$ cat src/rtl/vga_pkg.sv
// 640x480@60 VGA timing constants, RGB111 colour type and the per-pixel flag
// bundle that travels down the read-latency delay line.
package vga_pkg;
  localparam int H_ACTIVE = 640;
  localparam int H_FP     = 16;
  localparam int H_SYNC   = 96;
  localparam int H_BP     = 48;
  localparam int H_TOTAL  = H_ACTIVE + H_FP + H_SYNC + H_BP;
  localparam int V_ACTIVE = 480;
  localparam int V_FP     = 10;
  localparam int V_SYNC   = 2;
  localparam int V_BP     = 33;
  localparam int V_TOTAL  = V_ACTIVE + V_FP + V_SYNC + V_BP;

  localparam int H_SYNC_START = H_ACTIVE + H_FP;
  localparam int H_SYNC_END   = H_SYNC_START + H_SYNC;
  localparam int V_SYNC_START = V_ACTIVE + V_FP;
  localparam int V_SYNC_END   = V_SYNC_START + V_SYNC;

  typedef logic [2:0] rgb111_t;
  localparam rgb111_t RGB_BLACK   = 3'b000;
  localparam rgb111_t RGB_BLUE    = 3'b001;
  localparam rgb111_t RGB_GREEN   = 3'b010;
  localparam rgb111_t RGB_CYAN    = 3'b011;
  localparam rgb111_t RGB_RED     = 3'b100;
  localparam rgb111_t RGB_MAGENTA = 3'b101;
  localparam rgb111_t RGB_YELLOW  = 3'b110;
  localparam rgb111_t RGB_WHITE   = 3'b111;

  typedef struct packed {
    logic active;
    logic region;
    logic border;
    logic hs;
    logic vs;
    logic fs;
  } pix_flags_t;
endpackage

$ cat src/rtl/vga_frame_reader_if.sv
// Frame-buffer RAM read port: the reader drives the address, the RAM returns data.
interface vga_frame_reader_if #(
  parameter int AW = 15,
  parameter int DW = 3
);
  logic [AW-1:0] mem_addr;
  logic [DW-1:0] mem_data;

  modport master (output mem_addr, input mem_data);
  modport slave  (input mem_addr, output mem_data);
endinterface

$ cat src/rtl/vga_timing.sv
// Free-running 800x525 pixel/line counters with raw (undelayed) sync, active
// and frame-start decodes; everything advances only on clk_en.
module vga_timing
  import vga_pkg::*;
(
  input  logic       clk,
  input  logic       rst,
  input  logic       clk_en,
  output logic [9:0] h,
  output logic [9:0] v,
  output logic       hs,
  output logic       vs,
  output logic       active,
  output logic       fs
);
  always_ff @(posedge clk) begin
    if (rst) begin
      h <= '0;
      v <= '0;
    end else if (clk_en) begin
      if (h == 10'(H_TOTAL - 1)) begin
        h <= '0;
        v <= (v == 10'(V_TOTAL - 1)) ? '0 : v + 10'd1;
      end else begin
        h <= h + 10'd1;
      end
    end
  end

  assign hs     = (h >= 10'(H_SYNC_START)) && (h < 10'(H_SYNC_END));
  assign vs     = (v >= 10'(V_SYNC_START)) && (v < 10'(V_SYNC_END));
  assign active = (h < 10'(H_ACTIVE)) && (v < 10'(V_ACTIVE));
  assign fs     = (h == '0) && (v == '0);
endmodule

$ cat src/rtl/vga_frame_reader.sv
// Frame-buffer scan-out: incremental (multiplier-free) address walk, flag delay
// line matched to RAM latency, and registered VGA outputs.
// Optional frame around the image: define VGA_BORDER_EN.
module vga_frame_reader
  import vga_pkg::*;
#(
  parameter int IMG_W  = 160,
  parameter int IMG_H  = 120,
  parameter int SCALE  = 1,
  parameter int DW     = 3,
  parameter int AW     = 15,
  parameter int RD_LAT = 1,
  parameter logic [DW-1:0] BG_COLOR     = '0,
  parameter logic [DW-1:0] BORDER_COLOR = {DW{1'b1}}
) (
  input  logic                clk,
  input  logic                rst,
  input  logic                clk_en,
  vga_frame_reader_if.master  mem,
  output logic                vga_hsync_n,
  output logic                vga_vsync_n,
  output logic [DW-1:0]       vga_rgb,
  output logic                frame_start
);
  localparam int REG_W = IMG_W * SCALE;
  localparam int REG_H = IMG_H * SCALE;
  localparam logic [1:0] SUB_MAX = 2'(SCALE - 1);

  generate
    if (REG_W > H_ACTIVE || REG_H > V_ACTIVE || IMG_W * IMG_H > (1 << AW)) begin : g_size_err
      $error("vga_frame_reader: image does not fit the screen or the address space");
    end
    if (SCALE != 1 && SCALE != 2 && SCALE != 4) begin : g_scale_err
      $error("vga_frame_reader: SCALE must be 1, 2 or 4");
    end
    if (RD_LAT < 1 || RD_LAT > 3) begin : g_lat_err
      $error("vga_frame_reader: RD_LAT must be 1..3");
    end
  endgenerate

  logic [9:0] h, v;
  logic       hs, vs, active, fs;

  vga_timing u_timing (
    .clk    (clk),
    .rst    (rst),
    .clk_en (clk_en),
    .h      (h),
    .v      (v),
    .hs     (hs),
    .vs     (vs),
    .active (active),
    .fs     (fs)
  );

  logic region, border, line_end, last_row;
  assign region   = (h < 10'(REG_W)) && (v < 10'(REG_H));
  assign line_end = region && (h == 10'(REG_W - 1));
  assign last_row = (v == 10'(REG_H - 1));

`ifdef VGA_BORDER_EN
  assign border = ((h == 10'(REG_W)) && (v <= 10'(REG_H))) ||
                  ((v == 10'(REG_H)) && (h <= 10'(REG_W)));
`else
  assign border = 1'b0;
`endif

  // addr always holds the address of the current pixel when inside the image,
  // otherwise the next address to be fetched, so mem_addr never leaves range.
  logic [AW-1:0] addr, line_base;
  logic [1:0]    x_sub, y_sub;

  always_ff @(posedge clk) begin
    if (rst) begin
      addr         <= '0;
      line_base    <= '0;
      x_sub        <= '0;
      y_sub        <= '0;
      mem.mem_addr <= '0;
    end else if (clk_en) begin
      mem.mem_addr <= addr;
      if (line_end) begin
        x_sub <= '0;
        if (y_sub != SUB_MAX) begin
          addr  <= line_base;
          y_sub <= y_sub + 2'd1;
        end else if (last_row) begin
          addr      <= '0;
          line_base <= '0;
          y_sub     <= '0;
        end else begin
          addr      <= addr + AW'(1);
          line_base <= addr + AW'(1);
          y_sub     <= '0;
        end
      end else if (region) begin
        if (x_sub == SUB_MAX) begin
          x_sub <= '0;
          addr  <= addr + AW'(1);
        end else begin
          x_sub <= x_sub + 2'd1;
        end
      end
    end
  end

  pix_flags_t          cur;
  pix_flags_t          flag_pipe [RD_LAT:0];
  logic [RD_LAT:0]     vld_pipe;

  always_comb begin
    cur        = '0;
    cur.active = active;
    cur.region = region;
    cur.border = border;
    cur.hs     = hs;
    cur.vs     = vs;
    cur.fs     = fs;
  end

  always_ff @(posedge clk) begin
    if (rst) vld_pipe <= '0;
    else if (clk_en) vld_pipe <= {vld_pipe[RD_LAT-1:0], 1'b1};
  end

  always_ff @(posedge clk) begin
    if (clk_en) begin
      flag_pipe[0] <= cur;
      for (int i = 1; i <= RD_LAT; i++) flag_pipe[i] <= flag_pipe[i-1];
    end
  end

  // Tail of the delay line lines up with mem_data for the same pixel.
  pix_flags_t tail;
  logic       tail_vld;
  assign tail     = flag_pipe[RD_LAT];
  assign tail_vld = vld_pipe[RD_LAT];

  always_ff @(posedge clk) begin
    if (rst) begin
      vga_hsync_n <= 1'b1;
      vga_vsync_n <= 1'b1;
      vga_rgb     <= '0;
      frame_start <= 1'b0;
    end else if (clk_en) begin
      vga_hsync_n <= ~(tail_vld & tail.hs);
      vga_vsync_n <= ~(tail_vld & tail.vs);
      frame_start <= tail_vld & tail.fs;
      if (!tail_vld || !tail.active) vga_rgb <= '0;
      else if (tail.region)          vga_rgb <= mem.mem_data;
      else if (tail.border)          vga_rgb <= BORDER_COLOR;
      else                           vga_rgb <= BG_COLOR;
    end
  end
endmodule
$ cat src/flat_wrapper.sv
// flat-port wrapper written by rule: the top's interface ports become plain ports
module vga_frame_reader_flat import vga_pkg::*;
#(
  parameter int IMG_W  = 160,
  parameter int IMG_H  = 120,
  parameter int SCALE  = 1,
  parameter int DW     = 3,
  parameter int AW     = 15,
  parameter int RD_LAT = 1,
  parameter logic [DW-1:0] BG_COLOR     = '0,
  parameter logic [DW-1:0] BORDER_COLOR = {DW{1'b1}}
)
  (clk, rst, clk_en, vga_hsync_n, vga_vsync_n, vga_rgb, frame_start, mem_mem_addr, mem_mem_data);
  vga_frame_reader_if #(.AW(AW), .DW(DW)) mem_i ();
  input  logic clk;
  input  logic rst;
  input  logic clk_en;
  output logic vga_hsync_n;
  output logic vga_vsync_n;
  output logic [DW-1:0] vga_rgb;
  output logic frame_start;
  output wire logic [$bits(mem_i.mem_addr)-1:0] mem_mem_addr;
  input wire logic [$bits(mem_i.mem_data)-1:0] mem_mem_data;
  assign mem_mem_addr = mem_i.mem_addr;
  assign mem_i.mem_data = mem_mem_data;
  vga_frame_reader #(.IMG_W(IMG_W), .IMG_H(IMG_H), .SCALE(SCALE), .DW(DW), .AW(AW), .RD_LAT(RD_LAT), .BG_COLOR(BG_COLOR), .BORDER_COLOR(BORDER_COLOR)) u_core (.clk(clk), .rst(rst), .clk_en(clk_en), .mem(mem_i), .vga_hsync_n(vga_hsync_n), .vga_vsync_n(vga_vsync_n), .vga_rgb(vga_rgb), .frame_start(frame_start));
endmodule
$ cat config.mk
export PLATFORM = sky130hd
export DESIGN_NAME = vga_frame_reader_flat
export DESIGN_NICKNAME = d
export VERILOG_FILES = /design/src/rtl/vga_pkg.sv /design/src/rtl/vga_frame_reader_if.sv /design/src/rtl/vga_timing.sv /design/src/rtl/vga_frame_reader.sv /design/src/flat_wrapper.sv
export SDC_FILE = /design/constraint.sdc
export NUM_CORES = 1
export LEC_CHECK = 0
export CORE_ASPECT_RATIO = 0.8
export CORE_UTILIZATION = 45
export DETAILED_ROUTE_END_ITERATION = 10
export GPL_ROUTABILITY_DRIVEN = 0
export SLEW_MARGIN = 20
export SYNTH_ARGS = -nofsm -noshare
export SYNTH_HDL_FRONTEND = slang
export SYNTH_SLANG_ARGS = --single-unit
$ cat constraint.sdc
create_clock -name clk -period 4 [get_ports clk]
set_input_delay 0.8 -clock clk [delete_from_list [all_inputs] [get_ports clk]]
set_output_delay 0.8 -clock clk [all_outputs]
set_load 0.05 [all_outputs]
==> qor.csv <==
metric,value,unit
slowest CP cell,a211oi_4,
final core utilization,55.33,%
wire length per cell,15.61,µm
syn_area_per_cell,8.701,µm²
DRT antenna net count,0,
nets@finish,505,
Critical Path Stages,7,
Syn Nets,494,
Worst Setup SP,u_core.u_timing.h[0],
Final Skew,0.005182,ns
Vias,3396,
RSZ-0062 raised after global routing,false,
Critical Path AT,2.70,ns
post-synthesis register bit count,87,
Synth Instances,478,
metal2 WL,3700,µm
Buf/Inv on CP,0,
Period minus WS final,2.515,ns
CTS max path bufs,2,
Max-cap violations,0,
cell mode on critical path,a21oi_1,
"Setup violations, final",0,
layout cells sized above 1,7.692,%
"reg-to-reg slack, setup",1.49,ns
HP Class,reg2reg,
Antenna diodes,0,
Yosys warnings,0,
IO Count,27,
DP Worst Slack,1.227,ns
Final period util,62.87,%
Cell variety after synth,53,
routed vias/inst,5.604,
worst slew pin tran,0.8269,ns
Die Y,87.99,µm
H-tree levels,3,
largest net degree at the start of global routing,42,
GRT Overall Usage,21.95,%
DRT met1 WL,5111,µm
CTS Root Cell,clkbuf_16,
R2R Path Start,u_core.u_timing.h[0],
clk_lat worst skew,0.34,ns
clock share of power,49.6,%
DRC,0,
top cell family by delay on the critical path,compound AO/OA/AOI/OAI gates,
status,"complete, no violations",
top layer in use,met4,
CP endpoint,u_core.addr[7],
Final Slew Violations,0,
"commonest cells after routing, fill and taps aside","77 x dfxtp_1, 76 x nor2_1, 42 x nand2_1, 26 x a21oi_1, 24 x clkdlybuf4s50_1",
met3 WL,487,µm
worst-path fanout max,19,
startpoint types,flip-flop,
"Seq/Total Area, Yosys",44.28,%
highest clock rate,397.7,MHz
IO buf count,26,
Seq pwr share,45.2,%
crit-path cells,ha_1 > and4_4 > nand4_4 > a211oi_4 > o21ai_0 > a21oi_1 > a21oi_1,
CTS tree,done,
Synth Flop Type,dfxtp_1,
worst setup margin,1.485,ns
Comb pwr share,5.2,%
"FFs w/ async S/R, synth",0,%
first-pass GRT wire length,15990,µm
number of CTS-inserted buffers,9,
slowest cell delay on critical path,0.76,ns
Critical R2R Capture,u_core.addr[7],
P_sw,0.4231,mW
vias in the first global route,3113,
Slew Limit Headroom,44.88,%
CP Capture Type,flip-flop,
Pint,1.607,mW
grt ovf,0,
maximum vdd ir drop,0.2515,mV
cell leakage power,1.743,nW
post-cts resize count,0,
Power Density,421.3,mW/mm²
DIE AREA,0.009633,mm²
Net Sw Frac,20.84,%
number of setup buffers added after CTS,0,
synth-to-layout area growth,15.85,%
clock sinks,87,
number of synthesized flops with an enable pin,10,
CP Class,reg2reg,
"most common cell after layout, fill and taps aside",dfxtp_1,
CTS Hold Bufs,0,
Post-Synthesis Cell Area,0.004159,mm²
antenna violations before repair,0,
reg2reg path depth,7,
Post-DP HPWL,6395,µm
Placeable Area,0.008708,mm²
initial core utilization,47.76,%
WP data required,4.19,ns
Die X-Extent,109.5,µm
Clock Pin Slew Worst Setup and Hold Paths,0.06,ns
Fin. Hold Viols,0,
post-route setup TNS,0,ns
total design power,2.030,mW
row cnt,30,
Detailed Route WL,9462,µm
DR iter-0 viols,213,
DR pass1 iterations,5,
## flip-flops by register name, summed over array words and instances, names as in the netlist
register,flops
u_core.addr,15
u_core.line_base,15
u_core.mem.mem_addr,15
u_core.flag_pipe,10
u_core.u_timing.h,10
u_core.u_timing.v,10
u_core.vga_rgb,3
u_core.vld_pipe,2
u_core.x_sub,2
u_core.y_sub,2
u_core.frame_start,1
u_core.vga_hsync_n,1
u_core.vga_vsync_n,1
## stage by stage
| step | instances | hold WS [ns] | instance area [µm²] |
|---|---|---|---|
| global placement | 590 | 0.4035 | 4452 |
| CTS | 606 | 0.4215 | 4818 |
| floorplan | 478 | 0.4003 | 4159 |
| finish | 606 | 0.4180 | 4818 |
| global route | 606 | 0.4307 | 4818 |
| detailed placement | 590 | 0.4075 | 4452 |
## synth_stat cells, types with 9 or more instances
cell | n | area, µm²
dfxtp_1 | 77 | 1541
nor2_1 | 76 | 285.3
nand2_1 | 42 | 157.7
a21oi_1 | 26 | 130.1
nand3_1 | 22 | 110.1
o21ai_0 | 21 | 105.1
mux2i_1 | 20 | 200.2
clkbuf_1 | 18 | 67.56
inv_1 | 16 | 60.06
nor3_1 | 15 | 75.07
nand4_1 | 13 | 81.33
xnor2_1 | 13 | 113.9
xor2_1 | 13 | 113.9
edfxtp_1 | 10 | 300.3
ha_1 | 10 | 125.1
buf_2 | 9 | 45.04
## how the worst min path moves through the flow
stage	cells past startpoint	slack [ns]	end	from
after floorplan	0	0.40	u_core.flag_pipe[0][10]	u_core.flag_pipe[0][4]
after global placement	0	0.40	u_core.flag_pipe[0][7]	u_core.flag_pipe[0][1]
after detailed placement	0	0.41	u_core.flag_pipe[0][11]	u_core.flag_pipe[0][5]
after CTS	0	0.42	u_core.flag_pipe[0][6]	u_core.flag_pipe[0][0]
after global routing	0	0.43	u_core.flag_pipe[0][11]	u_core.flag_pipe[0][5]
final	0	0.42	u_core.flag_pipe[0][6]	u_core.flag_pipe[0][0]
## layer usage
layer  up-vias  GRT usage, %
met5         -             0
met4         0         8.848
met3        11         5.878
met2        91         29.56
met1      1601         32.70
li1       1693             -
## power by group through the flow
stage	Sequential (mW)	Combinational, mW	Clock [mW]
detailed placement	0.937	0.106	0
global route	0.920	0.117	1.06
floorplan	0.946	0.0626	0
finish	0.918	0.106	1.01
CTS	0.918	0.106	1.03
global placement	0.937	0.105	0
## layout make-up
cell class / instances / area (µm²)
Inverter: 16 / 60.06
Sequential cell: 87 / 1842
Multi-Input combinational cell: 345 / 2130
Timing Repair Buffer: 30 / 280.3
Clock buffer: 12 / 267.8
Tap cell: 112 / 140.1
Fill cell: 829 / 3890
Clock inverter: 4 / 98.84
## worst reg2reg max path, stage by stage, from the launching register on
cell and delay, ns:
dfxtp_1 0.40, ha_1 0.22, and4_4 0.27, nand4_4 0.20
a211oi_4 0.77, o21ai_0 0.23, a21oi_1 0.19, a21oi_1 0.08
## kinds of logic after synthesis
logic type	count (synthesis)	synth area share, %
compound gates	77	12.21
xor+xnor	26	5.475
fa+ha+maj	10	3.008
buf+inv	46	4.513
flops	87	44.28
mux	22	5.355
simple gates	210	25.15
Power figures use the tool's default switching activity.
